==> src/rtl/rvc_asap_pkg.sv <==
// rvc_asap_pkg: shared types and constants for the rvc_asap core's
// M-extension unit (operation codes, FSM state encoding, funct7 marker).
package rvc_asap_pkg;

  localparam logic [6:0] M_FUNCT7 = 7'b0000001;

  typedef enum logic [2:0] {
    MUL    = 3'b000,
    MULH   = 3'b001,
    MULHSU = 3'b010,
    MULHU  = 3'b011,
    DIV    = 3'b100,
    DIVU   = 3'b101,
    REM    = 3'b110,
    REMU   = 3'b111
  } t_m_op;

  typedef enum logic [1:0] {
    IDLE,
    CALC,
    DONE
  } t_md_state;

endpackage

==> src/rtl/rvc_asap_div_step.sv <==
// rvc_asap_div_step: one combinational restoring-division step.
// Shifts the next dividend bit into the partial remainder, trial-subtracts
// the divisor and shifts the resulting quotient bit into quo.
module rvc_asap_div_step #(
  parameter int XLEN = 32
) (
  input  logic [XLEN-1:0] rem,
  input  logic [XLEN-1:0] quo,
  input  logic [XLEN-1:0] divisor,
  output logic [XLEN-1:0] rem_next,
  output logic [XLEN-1:0] quo_next
);

  logic [XLEN:0] trial;
  logic [XLEN:0] diff;
  logic          fits;

  // trial subtract; rem < divisor always holds, so a clear borrow bit means
  // the difference fits in XLEN bits
  always_comb begin
    trial    = {rem, quo[XLEN-1]};
    diff     = trial - {1'b0, divisor};
    fits     = ~diff[XLEN];
    rem_next = fits ? diff[XLEN-1:0] : trial[XLEN-1:0];
    quo_next = {quo[XLEN-2:0], fits};
  end

endmodule

==> src/rtl/rvc_asap_mul_div.sv <==
// rvc_asap_mul_div: iterative radix-2 RV M-extension unit.
// Build option RVC_ASAP_DIV_EN: when defined the divide datapath and its
// corner-case short-circuits are built; otherwise DIV/DIVU/REM/REMU complete
// one edge after accept with RspData=0 and RspIllegal=1.
//
// state | meaning
// IDLE  | ReqReady high, waiting for a request
// CALC  | one shift-add / shift-subtract step per cycle, cnt counts down
// DONE  | result held on RspData until RspReady
module rvc_asap_mul_div
  import rvc_asap_pkg::*;
#(
  parameter int XLEN = 32
) (
  input  logic            Clock,
  input  logic            Rst,
  input  logic            ReqValid,
  output logic            ReqReady,
  input  logic [2:0]      ReqOp,
  input  logic [XLEN-1:0] ReqRs1,
  input  logic [XLEN-1:0] ReqRs2,
  output logic            RspValid,
  input  logic            RspReady,
  output logic [XLEN-1:0] RspData,
  output logic            RspIllegal,
  output logic            Busy
);

  localparam int CW = $clog2(XLEN);

  t_md_state         state;
  t_m_op             op;
  t_m_op             req_op;
  logic [CW-1:0]     cnt;
  logic [2*XLEN-1:0] acc;
  logic [XLEN-1:0]   opb;
  logic              res_neg;

  logic              rs1_neg;
  logic              rs2_neg;
  logic              req_neg;
  logic [XLEN-1:0]   mag1;
  logic [XLEN-1:0]   mag2;
  logic              short_cut;
  logic              short_illegal;
  logic [XLEN-1:0]   short_data;
  logic [XLEN:0]     mul_sum;
  logic [2*XLEN-1:0] step_next;
  logic [2*XLEN-1:0] prod;
  logic [XLEN-1:0]   calc_result;

  assign req_op = t_m_op'(ReqOp);

  // operand magnitudes and the sign the final result must carry
  always_comb begin
    rs1_neg = 1'b0;
    rs2_neg = 1'b0;
    case (req_op)
      MULH, DIV, REM: begin
        rs1_neg = ReqRs1[XLEN-1];
        rs2_neg = ReqRs2[XLEN-1];
      end
      MULHSU:  rs1_neg = ReqRs1[XLEN-1];
      default: ;
    endcase
    case (req_op)
      MULH, DIV:   req_neg = rs1_neg ^ rs2_neg;
      MULHSU, REM: req_neg = rs1_neg;
      default:     req_neg = 1'b0;
    endcase
    mag1 = rs1_neg ? -ReqRs1 : ReqRs1;
    mag2 = rs2_neg ? -ReqRs2 : ReqRs2;
  end

  // requests that skip CALC and go straight to DONE
  always_comb begin
    short_cut     = 1'b0;
    short_illegal = 1'b0;
    short_data    = '0;
`ifdef RVC_ASAP_DIV_EN
    if (ReqOp[2]) begin
      if (ReqRs2 == '0) begin
        short_cut  = 1'b1;
        short_data = ReqOp[1] ? ReqRs1 : '1;
      end else if (!ReqOp[0] && ReqRs1 == {1'b1, {(XLEN-1){1'b0}}} && ReqRs2 == '1) begin
        short_cut  = 1'b1;
        short_data = ReqOp[1] ? '0 : ReqRs1;
      end
    end
`else
    if (ReqOp[2]) begin
      short_cut     = 1'b1;
      short_illegal = 1'b1;
    end
`endif
  end

  // multiply: add multiplicand when the multiplier LSB is set, shift right
  assign mul_sum = {1'b0, acc[2*XLEN-1:XLEN]} + (acc[0] ? {1'b0, opb} : '0);

`ifdef RVC_ASAP_DIV_EN
  logic [XLEN-1:0] rem_next;
  logic [XLEN-1:0] quo_next;

  rvc_asap_div_step #(.XLEN(XLEN)) u_div_step (
    .rem      (acc[2*XLEN-1:XLEN]),
    .quo      (acc[XLEN-1:0]),
    .divisor  (opb),
    .rem_next (rem_next),
    .quo_next (quo_next)
  );

  assign step_next = op[2] ? {rem_next, quo_next} : {mul_sum, acc[XLEN-1:1]};
`else
  assign step_next = {mul_sum, acc[XLEN-1:1]};
`endif

  // final sign fix and result selection, applied on the last CALC step
  always_comb begin
    prod        = res_neg ? -step_next : step_next;
    calc_result = (op == MUL) ? prod[XLEN-1:0] : prod[2*XLEN-1:XLEN];
`ifdef RVC_ASAP_DIV_EN
    if (op[2]) begin
      if (op[1]) calc_result = res_neg ? -step_next[2*XLEN-1:XLEN] : step_next[2*XLEN-1:XLEN];
      else       calc_result = res_neg ? -step_next[XLEN-1:0] : step_next[XLEN-1:0];
    end
`endif
  end

  // control FSM with registered handshake outputs
  always_ff @(posedge Clock) begin
    if (Rst) begin
      state      <= IDLE;
      op         <= MUL;
      cnt        <= '0;
      acc        <= '0;
      opb        <= '0;
      res_neg    <= 1'b0;
      ReqReady   <= 1'b1;
      RspValid   <= 1'b0;
      RspData    <= '0;
      RspIllegal <= 1'b0;
      Busy       <= 1'b0;
    end else begin
      case (state)
        IDLE: begin
          if (ReqValid && ReqReady) begin
            op         <= req_op;
            res_neg    <= req_neg;
            cnt        <= CW'(XLEN-1);
            acc        <= {{XLEN{1'b0}}, (ReqOp[2] ? mag1 : mag2)};
            opb        <= ReqOp[2] ? mag2 : mag1;
            ReqReady   <= 1'b0;
            Busy       <= 1'b1;
            RspIllegal <= short_illegal;
            if (short_cut) begin
              state    <= DONE;
              RspValid <= 1'b1;
              RspData  <= short_data;
            end else begin
              state    <= CALC;
            end
          end
        end
        CALC: begin
          acc <= step_next;
          cnt <= cnt - 1'b1;
          if (cnt == '0) begin
            state    <= DONE;
            RspValid <= 1'b1;
            RspData  <= calc_result;
          end
        end
        DONE: begin
          if (RspReady) begin
            state    <= IDLE;
            RspValid <= 1'b0;
            ReqReady <= 1'b1;
            Busy     <= 1'b0;
          end
        end
        default: begin
          state    <= IDLE;
          RspValid <= 1'b0;
          ReqReady <= 1'b1;
          Busy     <= 1'b0;
        end
      endcase
    end
  end

endmodule

==> config.mk <==
export PLATFORM = sky130hd
export DESIGN_NAME = rvc_asap_mul_div
export DESIGN_NICKNAME = d
export VERILOG_FILES = /design/src/rtl/rvc_asap_pkg.sv /design/src/rtl/rvc_asap_div_step.sv /design/src/rtl/rvc_asap_mul_div.sv
export SDC_FILE = /design/constraint.sdc
export NUM_CORES = 1
export LEC_CHECK = 0
export BUFFER_PORTS_ARGS = -buffer_cell sky130_fd_sc_hd__buf_4
export CORE_MARGIN = 5
export CORE_UTILIZATION = 56
export CTS_BUF_LIST = sky130_fd_sc_hd__clkbuf_8
export DETAILED_ROUTE_END_ITERATION = 16
export PLACE_DENSITY_LB_ADDON = 0.3
export SYNTH_ARGS = -nofsm -noshare
export SYNTH_HDL_FRONTEND = slang
export SYNTH_SLANG_ARGS = --single-unit
==> constraint.sdc <==
create_clock -name Clock -period 3.5 [get_ports Clock]
set_input_delay 0.175 -clock Clock [delete_from_list [all_inputs] [get_ports Clock]]
set_output_delay 0.175 -clock Clock [all_outputs]
set_load 0.01 [all_outputs]
==> out/qor.txt <==
# rows: 51
Initial Util: 0.572
top cell type by total area after synthesis: dfxtp_1
Worst R2R Setup Slack: -210 ps
crit path cell chain: and2_4 -> ha_4 -> fa_2 -> a211oi_2 -> o211ai_1 -> a211oi_2 -> nor2_1 -> buf_4 -> xor2_1 -> buf_4 -> nor3_4 -> and3_4 -> nand4b_1 -> o31ai_2 -> xor2_1 -> o221ai_1
Final Hold Viols: 0
simple-gate area share of the yosys netlist: 0.262
routed wire length: 40300 um
Fmax achieved: 0.270 GHz
width of the chip: 151 um
FFs w/ async S/R, synth: 0
setup TNS: -1330 ps
total track usage: 0.347
WS Path Type: flip-flop to flip-flop
final setup violation count: 12
DRC: 0
Synth cell types: 85
Die Height: 151 um
Routed wire per std cell: 20.0 um
Initial DRC Count: 1257
DR pass1 iterations: 6
Seq cells post-synth: 142
fin crit share: 1.06
syn_area_per_cell: 7.25 um^2
vias: 12700
Max-cap violations: 0
final worst slack: -205 ps
top-area cell type share of the netlist area: 0.254
Critical Path End: RspData[28]$_SDFFE_PP0P_
area of the mapped netlist: 11200 um^2
crit path max fanout: 7
Slew HR: 0.241
gr ovfl total: 0
vias in the first global route: 12000
initial antenna violation count: 0
synth warn: 0
arrival time at the worst endpoint: 4070 ps
top post-synthesis cells by count: 210 x nand2_1, 182 x a21oi_1, 142 x dfxtp_1
top cells by area, synth: dfxtp_1 25%, a21oi_1 8.2%, nand2_1 7.1%
PwrDens: 336 nW/um^2
Adder-Cell Fraction of Synth Area: 0.0432
largest net degree at the start of global routing: 77
Leak: 5.61 nW
first-pass GRT wire length: 62800 um
ANT cells: 0
full die area: 22900 um^2
minimum clock period: 3710 ps
Slowest-stage cell, CP: dfxtp_4
io pins: 107
CP startpoint: acc[0]$_SDFFE_PP0P_
cell area after layout: 14200 um^2
H-tree depth: 4
Worst setup SP type: flip-flop
Worst Hold Class: input pin to flip-flop
post-synthesis mux area share: 0.0165
EDFF count, synth: 0
dpl cells: 1965
R2R cell count: 16
Post-Synth XOR/XNOR Area: 0.0917
Post-Route Skew: 25.0 ps
CTS tree: built
worst slew pin tran: 1140 ps
TritonCTS Buffers: 17
Post-DP HPWL: 30000 um
Non-Filler Instances: 2015
Slew Viols, Final: 0
CP Capture Type: flip-flop
largest family of logic cells by synthesized area: compound AO/OA/AOI/OAI gates
R2R Path End: RspData[28]$_SDFFE_PP0P_
max incr delay on CP: 380 ps
RSZ-0062 raised after global routing: true
Cells after Synth: 1542
register area share after synthesis: 0.254
required time worst endpoint: 3860 ps
vias per cell: 6.30
worst vdd ir: 0.000267 V
r2r startpoint: acc[0]$_SDFFE_PP0P_
status: finished, violations left
clock root buffer: clkbuf_8
syn_nets: 1651
top-count cell post-synth: nand2_1
Compound-Gate Fraction of Synth Area: 0.289
failing checks: setup timing
clk slew on worst S/H paths: 110 ps
IO buf count: 106
dpl cell area: 13100 um^2
GP Congestion: 1.01
Routed Antenna Nets: 0
layout cells sized above 1: 0.247
Sink Count: 142
Longest Clk Path Bufs: 2
Worst-Skew Late Latency: 490 ps
nets: 1846
Most used DFF post-synth: dfxtp_1
Area Growth Syn to Fin: 27.3%
Core Footprint: 19500 um^2
[cell families after synthesis]
logic type | count (synthesis)
AND/OR/NAND/NOR | 597
flip-flops | 142
XOR/XNOR | 117
AO/OA/AOI/OAI | 505
adder cells (fa/ha/maj) | 38
multiplexers | 18
buffers and inverters | 125
[layout by cell type, fill, tap and decap left out, types with 7 or more instances in the layout]
cell type | Yosys | layout
and2_1 | 48 | 44
nor4_1 | 13 | 11
o21ai_1 | 8 | 19
a21oi_2 | 0 | 14
xor2_1 | 60 | 57
mux2i_1 | 15 | 15
a221oi_1 | 8 | 8
clkbuf_8 | 0 | 17
nor2_1 | 134 | 130
or2_2 | 9 | 9
ha_4 | 0 | 11
nor2b_1 | 10 | 9
a21o_1 | 14 | 14
o211ai_1 | 57 | 57
nand2b_1 | 11 | 10
o21ai_0 | 79 | 62
nand3_1 | 49 | 48
o31ai_1 | 20 | 18
or3_1 | 13 | 11
buf_4 | 0 | 275
nand2_1 | 210 | 207
xnor2_1 | 57 | 54
or4_1 | 12 | 11
a22o_1 | 8 | 8
nand4_1 | 8 | 8
a22oi_1 | 25 | 25
a21oi_1 | 182 | 168
inv_1 | 20 | 20
a211oi_1 | 16 | 12
a31oi_1 | 19 | 18
nor3_1 | 33 | 29
ha_1 | 37 | 25
nor3b_1 | 7 | 7
o41ai_1 | 7 | 7
dfxtp_1 | 142 | 141
[layer usage]
metal	vias to the layer above	global-route usage	part of all wire
li1	6012	-	-
met1	5873	0.442	0.40
met2	662	0.562	0.46
met3	144	0.0625	0.090
met4	0	0.175	0.056
met5	-	0	0
[report_power, final]
part	total, mW	internal, mW	switching [mW]
Clock	1.40	0.553	0.844
Combinational	1.54	0.587	0.956
Sequential	1.83	1.72	0.113
Total	4.77	2.86	1.91
[state kept, by name (all words and copies together) (netlist names)]
signal / count
acc: 64
RspData: 32
opb: 32
cnt: 5
op: 2
state: 2
Busy: 1
ReqReady: 1
RspIllegal: 1
RspValid: 1
res_neg: 1
[worst min path at each step]
stage | start | end | slack [ps] | cells past startpoint
after floorplan | ReqOp[0] | op[0]$_SDFFE_PP0P_ | 310 | 2
after global placement | opb[17]$_SDFFE_PP0P_ | opb[17]$_SDFFE_PP0P_ | 440 | 2
after detailed placement | RspData[2]$_SDFFE_PP0P_ | RspData[2]$_SDFFE_PP0P_ | 450 | 2
after CTS | ReqRs1[0] | opb[0]$_SDFFE_PP0P_ | 100 | 3
after global routing | ReqRs1[0] | opb[0]$_SDFFE_PP0P_ | 110 | 3
final | ReqRs1[30] | opb[30]$_SDFFE_PP0P_ | 120 | 4
[per-stage QoR]
stage,setup slack (ps),utilization,hold WS (ps),total power [mW]
6_report,-205,0.728,118,4.77
5_1_grt,-368,0.728,110,4.97
2_1_floorplan,1.87,-,311,2.77
3_5_place_dp,-242,0.672,447,3.29
3_3_place_gp,-155,0.672,437,3.26
4_1_cts,-94.1,0.712,97.6,4.69
[worst max-delay path: cells and delay by family, from the launching register on]
| kind | cells | cell delay, ps |
|---|---|---|
| xor+xnor | 2 | 310 |
| buf+inv | 2 | 330 |
| simple gates | 5 | 820 |
| flops | 1 | 380 |
| fa+ha+maj | 2 | 510 |
| compound gates | 5 | 1240 |
[what timing repair did]
| action | in CTS | in global routing |
|---|---|---|
| endpoints found under the hold margin | 5 | 0 |
| hold buffers | 4 | 0 |
| endpoints found under the setup margin | 19 | 24 |
| gates cloned | 0 | 0 |
| buffers inserted | 9 | 6 |
| gates resized for setup | 44 | 67 |
| pin swaps | 33 | 32 |
[area by class of cell]
| cell class | count | area [um^2] |
|---|---|---|
| timing repair buffer | 281 | 2130 |
| multi-input combinational | 1275 | 8420 |
| sequential | 142 | 2850 |
| fill | 1559 | 5310 |
| tap | 265 | 332 |
| inverter | 20 | 75.1 |
| clock buffer | 17 | 234 |
| clock inverter | 15 | 189 |
No activity file was read; power rests on OpenSTA's default activity.
